## src/rtl/tmr_dev.sv

```systemverilog
// tmr_dev: XM23 interval timer. It divides Clock by PRESCALE to make ticks,
// counts ticks up to a programmed period, and raises DBA/OF and irq on
// each expiry.
module tmr_dev #(
  parameter int unsigned PRESCALE = 50000
) (
  input  logic       Clock,
  input  logic       Reset,
  input  logic       csr_wr,
  input  logic [7:0] csr_wdata,
  input  logic       csr_rd,
  input  logic       data_wr,
  input  logic [7:0] data_wdata,
  output logic [7:0] csr_o,
  output logic [7:0] data_o,
  output logic       irq
);

  typedef enum logic {IDLE, RUN} state_t;

  localparam logic [15:0] PRESC_MAX = 16'(PRESCALE - 1);

  state_t      state_q, state_d;
  logic [15:0] presc_q, presc_d;
  logic [7:0]  count_q, count_d;
  logic [7:0]  period_q, period_d;
  logic        ie_q, ie_d;
  logic        ena_q, ena_d;
  logic        dba_q, dba_d;
  logic        of_q, of_d;
  logic        tick, expire;

  // Only IE and ENA are writable; the other CSR write bits are dropped.
  logic unused_wdata;
  assign unused_wdata = ^{csr_wdata[7:5], csr_wdata[3:1]};

  // Next-state logic. Priority order matters: a read clears the flags
  // before a same-edge expiry is recorded, and a period load overrides a
  // same-edge tick.
  always_comb begin
    state_d  = state_q;
    presc_d  = presc_q;
    count_d  = count_q;
    period_d = period_q;
    ie_d     = ie_q;
    ena_d    = ena_q;
    dba_d    = dba_q;
    of_d     = of_q;
    expire   = 1'b0;

    tick = (state_q == RUN) && !data_wr && (presc_q == PRESC_MAX);

    if (state_q == RUN)
      presc_d = (presc_q == PRESC_MAX) ? 16'd0 : presc_q + 16'd1;

    if (tick) begin
      if (({1'b0, count_q} + 9'd1) < {1'b0, period_q}) begin
        count_d = count_q + 8'd1;
      end else begin
        count_d = 8'd0;
        expire  = 1'b1;
      end
    end

    if (csr_rd) begin
      dba_d = 1'b0;
      of_d  = 1'b0;
    end
    if (expire) begin
      if (dba_d) of_d  = 1'b1;
      else       dba_d = 1'b1;
    end

    if (csr_wr) begin
      ie_d  = csr_wdata[0];
      ena_d = csr_wdata[4];
      // Enabling restarts the interval from a clean prescaler.
      if (csr_wdata[4] && !ena_q) begin
        presc_d = 16'd0;
        count_d = 8'd0;
      end
    end

    if (data_wr) begin
      period_d = data_wdata;
      presc_d  = 16'd0;
      count_d  = 8'd0;
    end

    state_d = (ena_d && (period_d != 8'd0)) ? RUN : IDLE;
  end

  // State and register update; reset aborts any interval in progress.
  always_ff @(posedge Clock or posedge Reset) begin
    if (Reset) begin
      state_q  <= IDLE;
      presc_q  <= 16'd0;
      count_q  <= 8'd0;
      period_q <= 8'd0;
      ie_q     <= 1'b0;
      ena_q    <= 1'b0;
      dba_q    <= 1'b0;
      of_q     <= 1'b0;
    end else begin
      state_q  <= state_d;
      presc_q  <= presc_d;
      count_q  <= count_d;
      period_q <= period_d;
      ie_q     <= ie_d;
      ena_q    <= ena_d;
      dba_q    <= dba_d;
      of_q     <= of_d;
    end
  end

  assign csr_o  = {3'b000, ena_q, of_q, dba_q, 1'b0, ie_q};
  assign data_o = count_q;
  assign irq    = ie_q & dba_q;

endmodule

```

## config.mk

```make
export PLATFORM = sky130hd
export DESIGN_NAME = tmr_dev
export DESIGN_NICKNAME = d
export VERILOG_FILES = /design/src/rtl/tmr_dev.sv
export SDC_FILE = /design/constraint.sdc
export NUM_CORES = 1
export LEC_CHECK = 0
export CORE_MARGIN = 2
export CORE_UTILIZATION = 32
export CTS_CLUSTER_DIAMETER = 50
export DETAILED_ROUTE_END_ITERATION = 16
export GPL_TIMING_DRIVEN = 1
export HOLD_SLACK_MARGIN = 0.08
export PLACE_DENSITY = 0.58
export RECOVER_POWER = 50
export SYNTH_ARGS = -nofsm -noshare
export SYNTH_HDL_FRONTEND = slang
export SYNTH_SLANG_ARGS = --single-unit
```

## constraint.sdc

```tcl
create_clock -name Clock -period 3.4 [get_ports Clock]
set_input_delay 0.68 -clock Clock [delete_from_list [all_inputs] [get_ports Clock]]
set_output_delay 0.68 -clock Clock [all_outputs]
set_load 0.01 [all_outputs]
```

==> impl_metrics.toml <==
[logic_synthesis]
synth-async-reset-ratio_pct = 100
synth_flop_cell = "dfrtp_1"
synth_edf_count = 0
yosys_warnings = 0
synth-seq-area-share_pct = 42.9
netlist_instances = 217
ys_ff_latch = 37
synth_area_per_cell_um2 = 9.93
synthesis.area_um2 = 2160
synth.distinct_cells = 51

[worst_setup_path]
critPathBufInv = 0
startpoint_type = "flop"
crit_chain = "ha_1 -> and3_4 -> nand3_4 -> xnor2_1 -> ha_1 -> and4_1 -> a21oi_1 -> o211a_1 -> nand3_1 -> a221oi_1"
cp_max_fo = 11
arrival_ps = 2980
crit_top_cell = "ha_1"
critPathKind = "flop to flop"
end_kind = "flop"
max_stage_delay_ps = 470
path_delay_family = "compound AO/OA/AOI/OAI gates"
critical_path_required_ps = 3580
slowest_stage = "dfrtp_1"

[clock_network]
cts_resized = 0
cts_setup_buffers = 0
postCtsHoldBufs = 0
numCtsBuffers = 5
clkLatencyLatePin_ps = 280
cts_tree = "done"
htree_levels = 2
path_clk_slew_ps = 70
clockBufferDepth = 2
cts.sinks = 37
ctsRootBufferMaster = "clkbuf_8"

[sta]
skew_ps = 3.81
slew_violations = 38
fmax_mhz = 358
slew_headroom_pct = -33.0
tightest_slew_ps = 1990
setup_violations = 0
layout_min_cycle_time_ps = 2790
hold_viol = 0
grt_setup_unrepaired = "no"
fin_crit_sh_pct = 82.2
fin_setup_tns_ps = 0
holdWs_ps = 493

[power_and_ir_drop]
p_leak_nw = 1.09
p_seq_share_pct = 56.2
switching_share_pct = 24.4
power.internal_mw = 0.624
ir_worst_vdd_uv = 162
p_sw_mw = 0.202
power.share.clock_pct = 34.1
p_per_area_nw_per_um2 = 331
combPwrFrac_pct = 9.6

[outcome]
violations = "max-capacitance violations, max-slew violations"
status = "finished with violations"

[layout]
multi_input_area_um2 = 1060
fin_nets = 270
fillers = 651
antenna_cells = 0
ff_latch_area_um2 = 926
final_common_cell = "dfrtp_1"
drive_gt1_share_pct = 9.62
most-common-layout-cells = "37 x dfrtp_1, 25 x clkdlybuf4s50_1, 22 x nand2_1"
area_growth_syn_to_layout_pct = 15.9

[global_routing]
antenna_found_initial = 0
grt_max_degree = 38
grt_pass1_wl_mm = 7.59
grt_usage_pct = 12.9
grt_overflow_total = 0
first_global_vias = 1684

[route]
drt_iter0_markers = 25
post_drt_wl_per_cell_um = 13.3
firstDrtPassIters = 4
drc = 0
vias_per_cell = 4.94
postRouteAntennaNets = 0
dr_wl_met2_mm = 2.04
routed_wl_mm = 4.20
drt-met1-wl_mm = 1.99
dr_total_vias = 1561
dr.max_layer_used = "met4"
route.met3.wl_um = 126

[floorplan]
core-area_um2 = 6420
num_rows = 29
die_w_um = 86.1
chipHeight_um = 86.1
initial_core_util_pct = 33.6
die-area_um2 = 7410
ioPinCount = 38

[placement]
hpwl_mm = 3.03
gp_congestion = 0.747
portBuffers = 27

[hold_path]
min_path_type = "flop to flop"

[job]
maxCapViolations = 1
-- path summary, 6_finish.rpt --
kind / endpoint / cells past startpoint / start / slack (ps)
max reg2reg: data_o[1] / 10 / data_o[0] / 610
min: of_q / 1 / of_q / 490
max: data_o[1] / 10 / data_o[0] / 610
max in group asynchronous: period_q[2] / 3 / Reset / 840
min reg2reg: of_q / 1 / of_q / 490
min in group asynchronous: presc_q[10] / 3 / Reset / 1410
-- layout make-up --
type / count / share of cell area, %
clock buffers: 5 / 2.75
clock inverters: 1 / 0.200
inverters: 16 / 2.40
multi-input cells: 151 / 42.6
flip-flops and latches: 37 / 37.1
well taps: 77 / 3.86
repair buffers: 29 / 11.1
-- metal layers --
metal	track usage, %	up-vias
met5	0	-
met4	4.47	0
met3	3.18	7
met2	21.7	25
met1	16.0	749
li1	-	780
-- power groups by stage --
| stage | Clock [mW] | Combinational (mW) | Sequential, mW |
|---|---|---|---|
| 5_1_grt | 0.309 | 0.0932 | 0.466 |
| 3_3_place_gp | 0 | 0.0828 | 0.473 |
| 4_1_cts | 0.294 | 0.0842 | 0.465 |
| 6_report | 0.282 | 0.0797 | 0.464 |
| 2_1_floorplan | 0 | 0.0596 | 0.468 |
| 3_5_place_dp | 0 | 0.0839 | 0.473 |
-- worst register-to-register path, stage by stage, from the launching register on --
cell      delay [ps]
dfrtp_1          470
ha_1             270
and3_4           230
nand3_4           90
xnor2_1          150
ha_1             290
and4_1           180
a21oi_1          150
o211a_1          430
nand3_1          130
a221oi_1         300
-- kinds of logic (layout without fill, tap and decap cells) --
family                     count (synthesis)  in the layout  share of synthesized area (%)
other                                      1              4                          0.174
muxes                                      3              3                           1.51
buffers and inverters                     32             51                           8.18
DFF                                       37             37                           42.9
and+or+nand+nor                           84             84                           24.1
xor gates and xnor gates                  19             19                           7.72
AOI/OAI and AO/OA                         32             32                           10.1
adders and majority gates                  9              9                           5.22
-- sequential cells by signal, summed over array words and instances, names as in the netlist --
register,flops
presc_q,16
data_o,8
period_q,8
dba_q,1
ena_q,1
ie_q,1
of_q,1
state_q,1
-- synth_stat cells, types with 2 or more instances --
cell type   n  area, µm²
buf_6       2       22.5
or3_1       2       12.5
buf_2       3       15.0
nor2b_1     2       12.5
nor3_1      2       10.0
mux2_2      2       22.5
xnor2_1     9       78.8
a21oi_1     5       25.0
nor4_1      2       12.5
nand4_1     7       43.8
a221oi_1    4       35.0
nand3_1     9       45.0
dfrtp_1    37        926
o21ai_0    10       50.1
nor2_1     18       67.6
and4bb_2    2       25.0
and3_1      3       18.8
ha_1        9        113
o211ai_1    2       15.0
xor2_1     10       87.6
buf_4      10       75.1
nand2_1    22       82.6
inv_1      16       60.1
a31oi_1     2       12.5
-- metrics by stage --
stage                     total power, mW  cell area, µm²  utilization (%)  cells  worst slack [ps]
after floorplan                     0.528            2170                -    220               949
after global placement              0.555            2430             37.9    310               636
after detailed placement            0.557            2430             37.9    310               610
after CTS                           0.843            2510             39.0    316               586
after global routing                0.868            2500             38.9    316               296
final                               0.826            2500             38.9    316               605
(Power assumes the default switching activity.)
